==> config.mk <==
export PLATFORM = sky130hd
export DESIGN_NAME = lnvd_frame_unpacker
export DESIGN_NICKNAME = d
export VERILOG_FILES = /design/src/rtl/lnvd_frame_unpacker.sv
export SDC_FILE = /design/constraint.sdc
export NUM_CORES = 1
export LEC_CHECK = 0
export ABC_AREA = 1
export CAP_MARGIN = 5
export CORE_MARGIN = 2
export CORE_UTILIZATION = 50
export CTS_BUF_LIST = sky130_fd_sc_hd__clkbuf_16
export DETAILED_ROUTE_END_ITERATION = 8
export GPL_TIMING_DRIVEN = 1
export PLACE_DENSITY = 0.7
export SETUP_SLACK_MARGIN = 0.4
export SLEW_MARGIN = 5
export SYNTH_ARGS = -nofsm -noshare
export SYNTH_HDL_FRONTEND = slang
export SYNTH_SLANG_ARGS = --single-unit
==> constraint.sdc <==
create_clock -name clk -period 4.2 [get_ports clk]
set_clock_uncertainty 0.1 [all_clocks]
set_input_delay 0.42 -clock clk [delete_from_list [all_inputs] [get_ports clk]]
set_output_delay 0.42 -clock clk [all_outputs]
set_load 0.02 [all_outputs]
==> src/rtl/lnvd_frame_unpacker.sv <==
`default_nettype none
// ============================================================================
//  Module   : lnvd_frame_unpacker
//  Purpose  : Receives four-channel frames from the LNVD downsampler. Each
//             level change of smp_clk captures {data_in4..data_in1} into a
//             small frame FIFO. Frames are then emitted one 12-bit channel
//             per beat over a valid/ready stream.
//  Ports    : clk, rst        - system clock, synchronous active-high reset
//             smp_clk         - frame toggle (same clock domain as clk)
//             data_in1..4     - channel samples, stable across a toggle
//             ch_data/ch_id   - current beat payload and channel index
//             ch_valid/ready  - stream handshake
//             frame_first     - marks the channel-0 beat of each frame
//             fifo_level      - frames waiting in the FIFO (holding excluded)
//             overflow        - sticky dropped-frame flag
//             drop_cnt        - saturating dropped-frame counter
//  Revision : 1.0 - initial release
// ============================================================================
module lnvd_frame_unpacker #(
  parameter int FIFO_DEPTH = 4,
  parameter int DROP_CNT_W = 8
) (
  input  logic                          clk,
  input  logic                          rst,
  input  logic                          smp_clk,
  input  logic [11:0]                   data_in1,
  input  logic [11:0]                   data_in2,
  input  logic [11:0]                   data_in3,
  input  logic [11:0]                   data_in4,
  output logic [11:0]                   ch_data,
  output logic [1:0]                    ch_id,
  output logic                          ch_valid,
  input  logic                          ch_ready,
  output logic                          frame_first,
  output logic [$clog2(FIFO_DEPTH):0]   fifo_level,
  output logic                          overflow,
  output logic [DROP_CNT_W-1:0]         drop_cnt
);

  localparam int c_addr_w  = $clog2(FIFO_DEPTH);
  localparam int c_level_w = c_addr_w + 1;
  localparam logic [c_level_w-1:0] c_depth = c_level_w'(FIFO_DEPTH);

  typedef enum logic [0:0] {
    S_IDLE = 1'b0,
    S_SEND = 1'b1
  } state_t;

  state_t                  r_state, w_state_nxt;
  logic                    r_smp_d;
  logic [47:0]             r_mem [FIFO_DEPTH];
  logic [c_addr_w-1:0]     r_wr_ptr, r_rd_ptr;
  logic [c_level_w-1:0]    r_level;
  logic [47:0]             r_hold;
  logic [1:0]              r_ch_id, w_ch_id_nxt;
  logic                    r_ch_valid, w_ch_valid_nxt;
  logic                    r_overflow;
  logic [DROP_CNT_W-1:0]   r_drop_cnt;

  logic                    w_tog, w_full, w_push, w_drop, w_pop, w_xfer;
  logic [11:0]             w_ch_data;

  assign w_tog  = (smp_clk != r_smp_d);
  // Full is judged on the pre-pop level so a same-cycle drain never makes
  // room for a frame arriving in that cycle.
  assign w_full = (r_level == c_depth);
  assign w_push = w_tog && !w_full;
  assign w_drop = w_tog && w_full;
  assign w_xfer = r_ch_valid && ch_ready;

  always_comb begin
    w_state_nxt    = r_state;
    w_ch_id_nxt    = r_ch_id;
    w_ch_valid_nxt = r_ch_valid;
    w_pop          = 1'b0;
    unique case (r_state)
      S_IDLE: begin
        if (r_level != '0) begin
          w_pop          = 1'b1;
          w_ch_id_nxt    = 2'd0;
          w_ch_valid_nxt = 1'b1;
          w_state_nxt    = S_SEND;
        end
      end
      S_SEND: begin
        if (w_xfer) begin
          if (r_ch_id != 2'd3) begin
            w_ch_id_nxt = r_ch_id + 2'd1;
          end else if (r_level != '0) begin
            // Reload straight from the FIFO: no bubble between frames.
            w_pop       = 1'b1;
            w_ch_id_nxt = 2'd0;
          end else begin
            w_ch_valid_nxt = 1'b0;
            w_state_nxt    = S_IDLE;
          end
        end
      end
      default: w_state_nxt = S_IDLE;
    endcase
  end

  always_comb begin
    w_ch_data = 12'd0;
    if (r_state == S_SEND) begin
      unique case (r_ch_id)
        2'd0: w_ch_data = r_hold[11:0];
        2'd1: w_ch_data = r_hold[23:12];
        2'd2: w_ch_data = r_hold[35:24];
        2'd3: w_ch_data = r_hold[47:36];
        default: w_ch_data = 12'd0;
      endcase
    end
  end

  // Frame storage carries no reset; the pointers define what is valid.
  always_ff @(posedge clk) begin
    if (w_push) begin
      r_mem[r_wr_ptr] <= {data_in4, data_in3, data_in2, data_in1};
    end
  end

  always_ff @(posedge clk) begin
    // Track the toggle level even in reset so release never sees a toggle.
    r_smp_d <= smp_clk;
    if (rst) begin
      r_wr_ptr   <= '0;
      r_rd_ptr   <= '0;
      r_level    <= '0;
      r_hold     <= '0;
      r_state    <= S_IDLE;
      r_ch_id    <= 2'd0;
      r_ch_valid <= 1'b0;
      r_overflow <= 1'b0;
      r_drop_cnt <= '0;
    end else begin
      r_state    <= w_state_nxt;
      r_ch_id    <= w_ch_id_nxt;
      r_ch_valid <= w_ch_valid_nxt;
      if (w_push) begin
        r_wr_ptr <= r_wr_ptr + c_addr_w'(1);
      end
      if (w_pop) begin
        r_rd_ptr <= r_rd_ptr + c_addr_w'(1);
        r_hold   <= r_mem[r_rd_ptr];
      end
      unique case ({w_push, w_pop})
        2'b10:   r_level <= r_level + c_level_w'(1);
        2'b01:   r_level <= r_level - c_level_w'(1);
        default: r_level <= r_level;
      endcase
      if (w_drop) begin
        r_overflow <= 1'b1;
        if (!(&r_drop_cnt)) begin
          r_drop_cnt <= r_drop_cnt + DROP_CNT_W'(1);
        end
      end
    end
  end

  assign ch_data     = w_ch_data;
  assign ch_id       = r_ch_id;
  assign ch_valid    = r_ch_valid;
  assign frame_first = r_ch_valid && (r_ch_id == 2'd0);
  assign fifo_level  = r_level;
  assign overflow    = r_overflow;
  assign drop_cnt    = r_drop_cnt;

endmodule
`default_nettype wire

* Yosys cells after proc, flatten, opt, wreduce, memory -nomap -nowiden *
Memories as Yosys holds them, arrays and structs flattened. A register that Yosys moved wholly into a read port is not among the register bits.
Cells that the tools add are included.

operators by class
  bitwise operators = 2
  mux-type cells = 21
  $add $sub $neg = 6
  reduce and logical (&&, ||, !) cells = 11
  equal/unequal tests = 12

operator list
  cell                                                                      count
  12-bit one-hot mux with 4 select lines                                    1
  12-bit two-way mux                                                        1
  1-bit two-way mux                                                         11
  8-bit by 1-bit adder with 8-bit output (second input constant)            1
  2-bit inequality test (second input constant)                             4
  8-bit AND reduction                                                       1
  2-bit by 1-bit adder with 2-bit output (second input constant)            3
  2-bit equality test (second input constant)                               3
  2-bit two-way mux                                                         3
  1-bit one-hot mux with 2 select lines                                     3
  3-bit one-hot mux with 2 select lines                                     1
  2-bit by 1-bit equality test with 1-bit output (second input constant)    2
  1-bit logical AND                                                         4
  2-bit one-hot mux with 2 select lines                                     1
  4-bit AND reduction                                                       1
  3-bit by 1-bit adder with 3-bit output (second input constant)            1
  3-bit equality test (second input constant)                               1
  3-bit nonzero test                                                        1
  3-bit by 1-bit subtractor with 3-bit output (second input constant)       1
  2-bit logical NOT                                                         1
  2-bit by 1-bit inequality test with 1-bit output (second input constant)  1
  1-bit inverter                                                            2
  2-bit AND reduction                                                       1
  2-bit nonzero test                                                        1
  2 further kinds                                                           2

word-level totals
  memory bits (writable) = 192
  word-level logic and storage cells = 62
  output and inout bits = 28
  input bits = 52
  bits in registers = 21
  memories kept = 1

memories
  memory  words  bits a word  read ports  clocked after memory_dff  wr ports  line  text
  r_mem   4      48           1           1                         1         51    logic [47:0] r_mem [FIFO_DEPTH];

* Longest topological paths before layout *
  word-level depth = 7
  gate-level depth with buffers = 13
  depth with buffers taken out = 12

* Least setup slack after synthesis *
OpenSTA, ideal clock, no wires.

  path type = register to register
  from = register r_level[1], in the netlist fifo_level[1]
  to = memory r_mem[0][0], enable pin
  period minus slack after synthesis = 3.460 ns
  buffers on the path = 0
  stages on the path, launching flop included = 5
  required time = 3.646 ns
  arrival time = 2.906 ns
  library setup time = 0.454 ns
  slack = 0.740 ns
  cells stage by stage = dfxtp_1 -> inv_1 -> nand3_1 -> nand2_1 -> nor2_1

between the ends
  word-level cells in the longest chain between the ends = 5

RTL lines
  what                                     line  text
  start: declaration                       53    logic [c_level_w-1:0] r_level;
  start signal: assignment                 148   2'b10: r_level <= r_level + c_level_w'(1);
  start signal: assignment                 149   2'b01: r_level <= r_level - c_level_w'(1);
  start signal: assignment                 150   default: r_level <= r_level;
  3-bit equality test                      66    assign w_full = (r_level == c_depth);
  1-bit logical NOT                        67    assign w_push = w_tog && !w_full;
  1-bit logical AND                        67
  1-bit two-way mux                        118   if (w_push) begin
  1-bit two-way mux (not written as such)  119   r_mem[r_wr_ptr] <= {data_in4, data_in3, data_in2, data_in1};
  end: declaration                         51

No other way between the ends.

* Worst setup path in the final report *
  from = register r_ch_id[0], in the netlist ch_id[0]
  to = output ch_data[1]

between the ends
  word-level cells in the longest chain between the ends = 3
  elaborated cells between the ends (all ways) = 6
  classes of those cells = eq/ne: 3; mux: 2; reduce/logical: 1

RTL lines
  what                                               line  text
  start: declaration                                 55    logic [1:0] r_ch_id, w_ch_id_nxt;
  start signal: assignment                           138   r_ch_id <= w_ch_id_nxt;
  2-bit equality test, or another cell as far along  106   unique case (r_ch_id)
  12-bit one-hot mux with 4 select lines *           106
  12-bit two-way mux *                               105   if (r_state == S_SEND) begin
  end: declaration                                   30    output logic [11:0] ch_data,

Mark *: on every way between the ends. The rest lies on a longest branch, timed or not.

==> impl_results.md <==
* Diodes inserted at 0
* Adder-cell share of the synthesized area at 1.51%
* # setup viols final at 0
* Startpoint types: flip-flop
* Post-CTS setup buffers at 0
* Post-synth EDFFs at 192
* Total clock sinks at 261
* Avg Inst Size Synth at 10.7 sq um
* Async set-reset flop share out of synthesis at 0%
* Crit. End Element: primary output
* Drt wl/cell at 16.9 um
* Slowest CP cell: clkdlybuf4s50_1
* Worst path max stage delay at 0.69 ns
* Yosys cell types at 29
* Routability cong. at 0.837
* Die Wd at 148 um
* CTS max path bufs at 3
* Clock Latency Late Sink at 0.53 ns
* Slew of the pin with the lowest slew margin at 0.986 ns
* Final Cycle Share at 82.8%
* Port bufs at 79
* Crit Path Max Fanout at 13
* Post-route minimum period at 3.48 ns
* Simple-Gate Fraction of Synth Area at 13.0%
* Fin. Hold Viols at 0
* Std-Cell Core Area at 20,300 sq um
* Detailed placement HPWL at 13.2 mm
* Largest net degree at the start of global routing at 65
* Area Overhead vs Synth at 18.1%
* Global-route wire length before repair at 35.6 mm
* H-Tree Depth at 1
* Max cap viols at 0
* XOR/XNOR Fraction of Synth Area at 0.252%
* Synthesized area at 10,400 sq um
* Data required, critical path at 3.68 ns
* Die area at 22,000 sq um
* Vias post-DR at 7,035
* Post-synthesis mux area share at 0%
* Die Y-Extent at 148 um
* Starting DRT DRC Count at 516
* Comb power frac at 26.9%
* Slew margin rel. at 34.1%
* Crit Path Category: flip-flop to primary output
* Layout cells sized above 1 at 6.65%
* Final wirelength at 22.3 mm
* Clock power frac at 30.2%
* Max VDD drop at 376 uV
* Routed Antenna Nets at 0
* # nets final at 1,096
* TritonCTS Buffers at 26
* Most common cell type on the critical path: inv_1
* Total power at 8.14 mW
* Drt pass-1 iters at 4
* Critical path arrival at 2.96 ns
* Seq pwr share at 43.0%
* Antenna violations before repair at 0
* Root Buffer: clkbuf_16
* Top FF cell, synth: edfxtp_1
* RSZ-0062 raised after global routing: false
* Clock transition at path regs at 0.06 ns
* GR Overflow Total at 0
* Setup TNS at 0 ns
* Hold Path Class: primary input to flip-flop
* Post-CTS resize count at 0
* Cell internal pwr at 5.45 mW
* I/O pins at 80
* Main combinational cell family by area after synthesis: simple AND/OR/NAND/NOR gates
* # rows at 52
* PwrDens at 662 nW/um^2
* Initial Utilization at 51.3%
* Synth Register Bits at 261
* Outcome: completed
* CP cell instances: inv_1, ha_1, inv_1, o21ai_0, a31oi_1, clkdlybuf4s50_1
* Total track usage at 20.5%
* YS warnings at 0
* Hold buffers post-CTS at 0
* Switching pwr at 2.70 mW
* Sequential element share of the synthesized area at 68.7%
* Fmax achieved at 0.288 GHz
* CTS tree: built
* Syn nets at 1,033
* Pins Over Slew Limit at 0
* Switching share of power at 33.1%
* Synthesized instance count at 969
* Synth Area in Compound Gates at 12.3%
* Vias in the first global route at 6,653
* Drc violations at 0
* Via/cell ratio at 5.32
* Pleak at 4.34 nW
## worst max-delay path, delay by kind of cell, from the launching register on
kind	cells	cell delay, ns
compound gates	2	0.49
fa+ha+maj	1	0.36
flops	1	0.43
buf+inv	3	1.17
## layer usage
| metal | global-route usage (%) | vias up | part of all wire [%] |
|---|---|---|---|
| met1 | 29.0 | 3350 | 44 |
| met5 | 0 | - | 0 |
| met3 | 2.79 | 27 | 5.7 |
| met2 | 33.8 | 198 | 48 |
| met4 | 5.19 | 0 | 1.5 |
| li1 | - | 3460 | - |
## final timing paths
check | endpoint | cells after the start | startpoint | slack (ns)
hold / removal | r_smp_d$_DFF_P_ | 1 | smp_clk | 0.34
setup reg to reg | r_rd_ptr[0]$_SDFFE_PP0P_ | 6 | ch_id[0]$_SDFFE_PP0N_ | 1.65
setup / recovery | ch_data[1] | 6 | ch_id[0]$_SDFFE_PP0N_ | 0.72
hold reg to reg | overflow$_SDFFE_PP0P_ | 2 | overflow$_SDFFE_PP0P_ | 0.39
## cells in the final DEF (no fill, tap or decap)
master and count:
a21oi_1 25, a31oi_1 12, buf_12 2, buf_4 9, bufinv_16 4, clkbuf_16 30
clkdlybuf4s50_1 79, clkinv_1 6, clkinv_2 7, dfxtp_1 67, dfxtp_2 2, edfxtp_1 192
fa_1 1, ha_1 11, inv_1 27, inv_2 6, inv_4 1, nand2_1 67
nand2_2 2, nand3_1 9, nand4_1 1, nor2_1 266, nor2_2 1, nor2_4 5
nor3_1 2, o21ai_0 156, o21ai_1 58, o21ai_2 1, xnor2_1 1, xor2_1 2
## power groups by stage
stage / logic, mW / clock network (mW) / registers, mW
final: 2.19 / 2.46 / 3.50
after global routing: 2.49 / 2.59 / 3.54
after CTS: 2.21 / 2.49 / 3.49
after detailed placement: 2.19 / 0 / 3.54
after global placement: 2.16 / 0 / 3.54
after floorplan: 1.62 / 0 / 3.44
## cells in the mapped netlist (all sizes together) (9+ instances only)
cell type / n / area share [%]
a21oi: 25 / 1.2
a31oi: 12 / 0.72
buf: 30 / 2.1
clkbuf: 25 / 0.94
dfxtp: 69 / 13
edfxtp: 192 / 55
ha: 11 / 1.3
inv: 33 / 1.2
nand2: 69 / 2.5
nand3: 9 / 0.43
nor2: 272 / 9.9
o21ai: 215 / 10
## logic make-up after synthesis
logic type / count (synthesis)
simple gates: 353
flops: 261
compound gates: 252
fa+ha+maj: 12
xor+xnor: 3
buf+inv: 88
## cell type report
cell class / count / area [sq um]
fill: 1633 / 8010
sequential: 261 / 7150
multi-input combinational: 620 / 2850
timing repair buffer: 90 / 898
clock buffer: 30 / 751
tap: 270 / 338
clock inverter: 18 / 181
inverter: 33 / 126
## metrics by stage
step	area [sq um]	hold slack, ns	setup slack, ns	cells	util [%]
floorplan	10400	0.348	0.740	969	-
global placement	11400	0.355	1.38	1274	56.0
detailed placement	11400	0.390	1.33	1274	56.0
CTS	12300	0.325	0.748	1322	60.6
global route	12300	0.341	0.545	1322	60.6
finish	12300	0.342	0.723	1322	60.6
## state kept, by name, indices dropped and copies added, names as in the netlist
| signal | flops |
|---|---|
| drop_cnt | 8 |
| overflow | 1 |
| r_smp_d | 1 |
| ch_valid | 1 |
| r_wr_ptr | 2 |
| ch_id | 2 |
| r_state | 1 |
| r_mem | 192 |
| r_hold | 48 |
| fifo_level | 3 |
| r_rd_ptr | 2 |
(Power assumes the default switching activity.)
